File: config.mk
export PLATFORM = sky130hd
export DESIGN_NAME = crc_recv_flat
export DESIGN_NICKNAME = d
export VERILOG_FILES = /design/src/rtl/crc_recv_if.sv /design/src/rtl/crc_recv.sv /design/src/flat_wrapper.sv
export SDC_FILE = /design/constraint.sdc
export NUM_CORES = 1
export LEC_CHECK = 0
export BUFFER_PORTS_ARGS = -buffer_cell sky130_fd_sc_hd__clkbuf_2
export CAP_MARGIN = 10
export CORE_ASPECT_RATIO = 0.9
export CORE_MARGIN = 2
export CORE_UTILIZATION = 50
export DETAILED_ROUTE_END_ITERATION = 6
export PLACE_DENSITY = 0.74
export SLEW_MARGIN = 20
export SYNTH_ARGS = -nofsm -noshare
export SYNTH_HDL_FRONTEND = slang
export SYNTH_SLANG_ARGS = --single-unit
File: constraint.sdc
create_clock -name axis_aclk -period 9.65 [get_ports axis_aclk]
set_clock_uncertainty 0.15 [all_clocks]
set_input_delay 1.4475 -clock axis_aclk [delete_from_list [all_inputs] [get_ports axis_aclk]]
set_output_delay 1.4475 -clock axis_aclk [all_outputs]
set_load 0.1 [all_outputs]
File: src/rtl/crc_recv_if.sv
// Word-stream bundle between a CRC-32 frame source and the crc_recv checker.
// CRC_RECV_STATS_EN adds the frame/error statistics counters to the bundle.
interface crc_recv_if #(
  parameter int DATA_WIDTH = 32
);
  logic [DATA_WIDTH-1:0] data_in;
  logic                  data_in_valid;
  logic [DATA_WIDTH-1:0] data_out;
  logic                  data_out_valid;
  logic                  frame_done;
  logic                  crc_ok;
  logic                  crc_err;
`ifdef CRC_RECV_STATS_EN
  logic [15:0]           frame_count;
  logic [15:0]           err_count;

  modport slave (
    input  data_in, data_in_valid,
    output data_out, data_out_valid, frame_done, crc_ok, crc_err,
    output frame_count, err_count
  );

  modport master (
    output data_in, data_in_valid,
    input  data_out, data_out_valid, frame_done, crc_ok, crc_err,
    input  frame_count, err_count
  );
`else
  modport slave (
    input  data_in, data_in_valid,
    output data_out, data_out_valid, frame_done, crc_ok, crc_err
  );

  modport master (
    output data_in, data_in_valid,
    input  data_out, data_out_valid, frame_done, crc_ok, crc_err
  );
`endif
endinterface

File: src/rtl/crc_recv.sv
// CRC-32/MPEG-2 frame checker: forwards FRAME_WORDS payload words, strips the CRC word
// and pulses pass/fail per frame. CRC_RECV_STATS_EN adds saturating frame/error counters.
//
// state   | meaning
// RX_DATA | accepting payload words 0..FRAME_WORDS-1, forwarding each one
// RX_CRC  | next valid word is the CRC word; evaluate residue and rearm
module crc_recv #(
  parameter int DATA_WIDTH  = 32,
  parameter int FRAME_WORDS = 4
) (
  input  logic        axis_aclk,
  input  logic        axis_aresetn,
  crc_recv_if.slave   bus
);

  localparam logic [31:0] CRC_POLY = 32'h04C1_1DB7;
  localparam logic [31:0] CRC_INIT = 32'hFFFF_FFFF;
  localparam logic [15:0] LAST_IDX = 16'(FRAME_WORDS - 1);

  typedef enum logic {
    RX_DATA = 1'b0,
    RX_CRC  = 1'b1
  } state_t;

  state_t                state_q, state_d;
  logic [15:0]           cnt_q, cnt_d;
  logic [31:0]           crc_q, crc_d;
  logic [31:0]           crc_upd;
  logic [DATA_WIDTH-1:0] dout_q, dout_d;
  logic                  dvalid_q, dvalid_d;
  logic                  done_q, done_d;
  logic                  ok_q, ok_d;
  logic                  err_q, err_d;

  // Whole word folded in at once, MSB first: XOR the word into the register, then 32 shifts.
  function automatic logic [31:0] crc32_word(input logic [31:0] crc, input logic [31:0] data);
    logic [31:0] c;
    c = crc ^ data;
    for (int i = 0; i < 32; i++) begin
      c = c[31] ? ((c << 1) ^ CRC_POLY) : (c << 1);
    end
    return c;
  endfunction

  always_ff @(posedge axis_aclk or posedge axis_aresetn) begin
    if (axis_aresetn) begin
      state_q  <= RX_DATA;
      cnt_q    <= '0;
      crc_q    <= CRC_INIT;
      dout_q   <= '0;
      dvalid_q <= 1'b0;
      done_q   <= 1'b0;
      ok_q     <= 1'b0;
      err_q    <= 1'b0;
    end else begin
      state_q  <= state_d;
      cnt_q    <= cnt_d;
      crc_q    <= crc_d;
      dout_q   <= dout_d;
      dvalid_q <= dvalid_d;
      done_q   <= done_d;
      ok_q     <= ok_d;
      err_q    <= err_d;
    end
  end

  always_comb begin
    state_d  = state_q;
    cnt_d    = cnt_q;
    crc_d    = crc_q;
    dout_d   = dout_q;
    dvalid_d = 1'b0;
    done_d   = 1'b0;
    ok_d     = 1'b0;
    err_d    = 1'b0;
    crc_upd  = crc32_word(crc_q, bus.data_in);

    if (bus.data_in_valid) begin
      unique case (state_q)
        RX_DATA: begin
          dout_d   = bus.data_in;
          dvalid_d = 1'b1;
          crc_d    = crc_upd;
          if (cnt_q == LAST_IDX) begin
            state_d = RX_CRC;
          end else begin
            cnt_d = cnt_q + 16'd1;
          end
        end
        RX_CRC: begin
          // Running the CRC over its own value leaves a zero residue on a good frame.
          done_d  = 1'b1;
          ok_d    = (crc_upd == 32'h0);
          err_d   = (crc_upd != 32'h0);
          crc_d   = CRC_INIT;
          cnt_d   = '0;
          state_d = RX_DATA;
        end
        default: state_d = RX_DATA;
      endcase
    end
  end

  assign bus.data_out       = dout_q;
  assign bus.data_out_valid = dvalid_q;
  assign bus.frame_done     = done_q;
  assign bus.crc_ok         = ok_q;
  assign bus.crc_err        = err_q;

`ifdef CRC_RECV_STATS_EN
  logic [15:0] frame_cnt_q;
  logic [15:0] err_cnt_q;

  always_ff @(posedge axis_aclk or posedge axis_aresetn) begin
    if (axis_aresetn) begin
      frame_cnt_q <= '0;
      err_cnt_q   <= '0;
    end else begin
      if (done_q && (frame_cnt_q != 16'hFFFF)) frame_cnt_q <= frame_cnt_q + 16'd1;
      if (err_q && (err_cnt_q != 16'hFFFF))    err_cnt_q   <= err_cnt_q + 16'd1;
    end
  end

  assign bus.frame_count = frame_cnt_q;
  assign bus.err_count   = err_cnt_q;
`endif

endmodule

File: src/flat_wrapper.sv
// flat-port wrapper written by rule: the top's interface ports become plain ports
module crc_recv_flat 
#(
  parameter int DATA_WIDTH  = 32,
  parameter int FRAME_WORDS = 4
)
  (axis_aclk, axis_aresetn, bus_data_in, bus_data_in_valid, bus_data_out, bus_data_out_valid, bus_frame_done, bus_crc_ok, bus_crc_err);
  crc_recv_if #(.DATA_WIDTH(DATA_WIDTH)) bus_i ();
  input  logic axis_aclk;
  input  logic axis_aresetn;
  input wire logic [$bits(bus_i.data_in)-1:0] bus_data_in;
  input wire logic [$bits(bus_i.data_in_valid)-1:0] bus_data_in_valid;
  output wire logic [$bits(bus_i.data_out)-1:0] bus_data_out;
  output wire logic [$bits(bus_i.data_out_valid)-1:0] bus_data_out_valid;
  output wire logic [$bits(bus_i.frame_done)-1:0] bus_frame_done;
  output wire logic [$bits(bus_i.crc_ok)-1:0] bus_crc_ok;
  output wire logic [$bits(bus_i.crc_err)-1:0] bus_crc_err;
  assign bus_i.data_in = bus_data_in;
  assign bus_i.data_in_valid = bus_data_in_valid;
  assign bus_data_out = bus_i.data_out;
  assign bus_data_out_valid = bus_i.data_out_valid;
  assign bus_frame_done = bus_i.frame_done;
  assign bus_crc_ok = bus_i.crc_ok;
  assign bus_crc_err = bus_i.crc_err;
  crc_recv #(.DATA_WIDTH(DATA_WIDTH), .FRAME_WORDS(FRAME_WORDS)) u_core (.axis_aclk(axis_aclk), .axis_aresetn(axis_aresetn), .bus(bus_i));
endmodule
==> reports/results.txt <==
The flow ran to the end, and the final reports show no timing, DRC or antenna violations. The library cells used most frequently in the layout, excluding fill and tap cells, are sky130_fd_sc_hd__xnor2_1, sky130_fd_sc_hd__nand2_1, sky130_fd_sc_hd__clkbuf_2. The logs give 5.85 ns for the arrival time at the worst endpoint and 1.02 for the weighted congestion at the end of routability-driven global placement. The number of antenna violations at the first check in global routing is 1, and the fraction of the yosys area taken by sequential cells is 31.4%. Leaving out fill and tap cells, the most frequent cell in the layout is sky130_fd_sc_hd__xnor2_1.

STA classifies the critical path endpoint as a flip-flop. The clock sink count is 85. The async set or reset register ratio after synthesis was 100%; the global-route wire length before repair was 26500 um. TritonCTS built the clock tree. The via count of the first global-routing pass is 4744, and the hold violation total from the final report is 0.

For the worst setup path, the data required time is 9.78 ns. In this run the post-CTS setup repair buffer count came out at 0. Input and output buffers added on the ports amount to 70. Total core area: 0.0134 mm^2. The period utilization is 59.2%. The run gives 4737 as the via count.

Slew at the pin with the worst max-slew slack: 1.06 ns. After the first detailed-routing iteration, the DRC count stood at 370. Category of the worst setup path launch point: a primary input. Class of the most critical setup path: primary input to flip-flop. In this run, synthesis inferred 0 flip-flops with an integrated enable. The startpoint of the most critical register-to-register path is u_core.crc_q[28].

The number of distinct library cells after synthesis was 52. Once detail routing completed, the nets flagged for antenna violations numbered 0. The layout-stage area growth over the synthesis result was 11.4%. Dividing the detail-routed wire length by the instance count gives 19.3 um. Total half-perimeter wirelength after legalization and detailed placement: 13300 um.

The tree is rooted in a sky130_fd_sc_hd__clkbuf_16. The number of failing setup endpoints in the final timing report was 0; the number of nets in the final layout was 743. For the total DRC errors in the routed layout, the log shows 0. The kind of path behind the tightest hold check is flip-flop to flip-flop. Dividing the synthesized area by the synthesized cell count gives 10.7 um^2.

The total congestion overflow was 0. The setup total negative slack is 0 ns, and the die height is 115 um. For this configuration, the core starts out at a cell density of 51.5%. The total die area is 0.0148 mm^2, and the clock insertion delay at the later pin of the skew report is 0.35 ns. The number of gates resized after CTS was 0. The layout cell share with drive strength beyond 1 works out to 23.0%.

The initialized floorplan defines 40 standard-cell rows. The run gives 0 as the synthesis warning total. For this design, the CTS-stage hold fixing added 0 buffers. Netlist area before placement: 0.00691 mm^2.

The time the worst path needs with I/O delays and setup was 5.72 ns; the number of instances in the synthesized netlist was 643. The tool flagged a number of max-cap violations equal to 0. In this run the most critical hold path is launched from u_core.bus.data_out[4]. The number of CTS-inserted buffers is 9, and the synthesized netlist net count is 679. Clock-pin slew was measured on the worst setup and hold paths at 0.06 ns.

The H-tree was split into 3 levels. In the synthesized netlist the dominant register cell turns out to be sky130_fd_sc_hd__dfrtp_1. The run gives 17000 um as the aggregate routed wire length. In this run the worst setup path begins at bus_data_in[31].

Setup repair after global routing left no endpoint under its margin. Synthesis-stage register bit count: 85. Along the worst path, the maximum fanout reaches 13. The logs give 86 for the largest net degree at the start of global routing and 0 for the final max-slew violation count. The number of top-level pins is 71, and the worst hold slack is 0.323 ns. The logs give 0.175 GHz for the maximum clock frequency and 5 for the number of optimization iterations in the first detailed-route pass. For the relative slew slack, the log shows 29.0%. The via density per instance was 5.38. Measured along the x axis, the die boundary spans 128 um.

In this run the deepest clock path goes through 2 buffers. Global routing consumed, over all layers together, 24.1% of the routing resources.
synth_stat cells, types with 3 or more instances:
cell type | n | area share (%)
sky130_fd_sc_hd__and4_1 | 4 | 0.51
sky130_fd_sc_hd__and2_1 | 3 | 0.27
sky130_fd_sc_hd__dfstp_2 | 32 | 12
sky130_fd_sc_hd__nand3_1 | 5 | 0.36
sky130_fd_sc_hd__or2_2 | 3 | 0.27
sky130_fd_sc_hd__xnor3_1 | 40 | 13
sky130_fd_sc_hd__mux2i_1 | 5 | 0.72
sky130_fd_sc_hd__xnor2_1 | 137 | 17
sky130_fd_sc_hd__dfrtp_1 | 53 | 19
sky130_fd_sc_hd__nand2b_1 | 4 | 0.36
sky130_fd_sc_hd__xor2_1 | 54 | 6.8
sky130_fd_sc_hd__o22a_1 | 4 | 0.51
sky130_fd_sc_hd__a21oi_1 | 31 | 2.2
sky130_fd_sc_hd__mux2_2 | 3 | 0.49
sky130_fd_sc_hd__nand2_1 | 113 | 6.1
sky130_fd_sc_hd__nand4_1 | 4 | 0.36
sky130_fd_sc_hd__xnor3_2 | 4 | 1.4
sky130_fd_sc_hd__xnor2_2 | 22 | 5.2
sky130_fd_sc_hd__xor3_1 | 5 | 1.7
sky130_fd_sc_hd__nor4_1 | 4 | 0.36
sky130_fd_sc_hd__inv_1 | 4 | 0.22
sky130_fd_sc_hd__nor2_1 | 47 | 2.6
sky130_fd_sc_hd__and3_1 | 5 | 0.45
sky130_fd_sc_hd__xnor2_4 | 5 | 2.0
sky130_fd_sc_hd__clkbuf_1 | 17 | 0.92
per-stage QoR:
stage / setup slack (ns) / cells / instance area [um^2] / utilization (%)
floorplan: 4.76 / 643 / 6910 / -
global placement: 3.74 / 864 / 7410 / 55.2
detailed placement: 3.62 / 864 / 7410 / 55.2
CTS: 3.97 / 880 / 7680 / 57.3
global route: 3.74 / 880 / 7690 / 57.3
finish: 3.93 / 881 / 7690 / 57.3
logic make-up (layout without fill, tap and decap cells):
logic type                 Yosys count  after routing  share of synthesized area (%)
buffers and inverters               24             93                           1.38
adders and majority gates            1              1                          0.181
other                                0              1                              0
muxes                                8              8                           1.21
DFF                                 85             85                           31.4
and+or+nand+nor                    210            210                           13.6
AOI/OAI and AO/OA                   45             45                           3.84
xor gates and xnor gates           270            270                           48.4
layer usage:
layer	wire length, um	vias to the layer above	track usage (%)
li1	-	2220	-
met1	7430	2339	32.7
met2	8070	150	38.8
met3	1070	28	5.26
met4	419	0	8.42
met5	0	-	0
state kept, by name (all words and copies together) (netlist names):
register                   count
u_core.bus.crc_err             1
u_core.bus.crc_ok              1
u_core.bus.data_out           32
u_core.bus.data_out_valid      1
u_core.bus.frame_done          1
u_core.cnt_q                  16
u_core.crc_q                  32
u_core.state_q                 1
worst paths after layout:
check	cells past startpoint	endpoint	slack, ns
worst max register to register	11	u_core.bus.crc_ok	4.76
max in group asynchronous	3	u_core.bus.crc_ok	7.70
worst min-delay path	2	u_core.bus.data_out[4]	0.32
min in group asynchronous	3	u_core.bus.data_out[11]	1.12
worst max-delay path	12	u_core.bus.crc_ok	3.93
worst min register to register	2	u_core.bus.data_out[4]	0.32
final cells by class:
class	count	area [um^2]
Fill cell	1166	5720
Multi-Input combinational cell	534	4640
Sequential cell	85	2170
Timing Repair Buffer	73	377
Clock buffer	9	225
Tap cell	168	210
Clock inverter	7	48.8
Inverter	4	16.3
Antenna cell	1	2.50
critical path, stage by stage:
cell,delay [ns]
sky130_fd_sc_hd__clkbuf_2,0.13
sky130_fd_sc_hd__xnor2_4,0.45
sky130_fd_sc_hd__xnor3_2,0.60
sky130_fd_sc_hd__xnor2_2,0.18
sky130_fd_sc_hd__xnor2_2,0.54
sky130_fd_sc_hd__xnor2_2,0.26
sky130_fd_sc_hd__xor2_1,0.87
sky130_fd_sc_hd__xor3_1,0.51
sky130_fd_sc_hd__or2_1,0.27
sky130_fd_sc_hd__mux2_2,0.27
sky130_fd_sc_hd__nor3_2,0.13
sky130_fd_sc_hd__and3_1,0.18
Power is left out: the tool's default activity adds up to more than one toggle a clock period on the data nets, which glitch-free logic cannot reach.
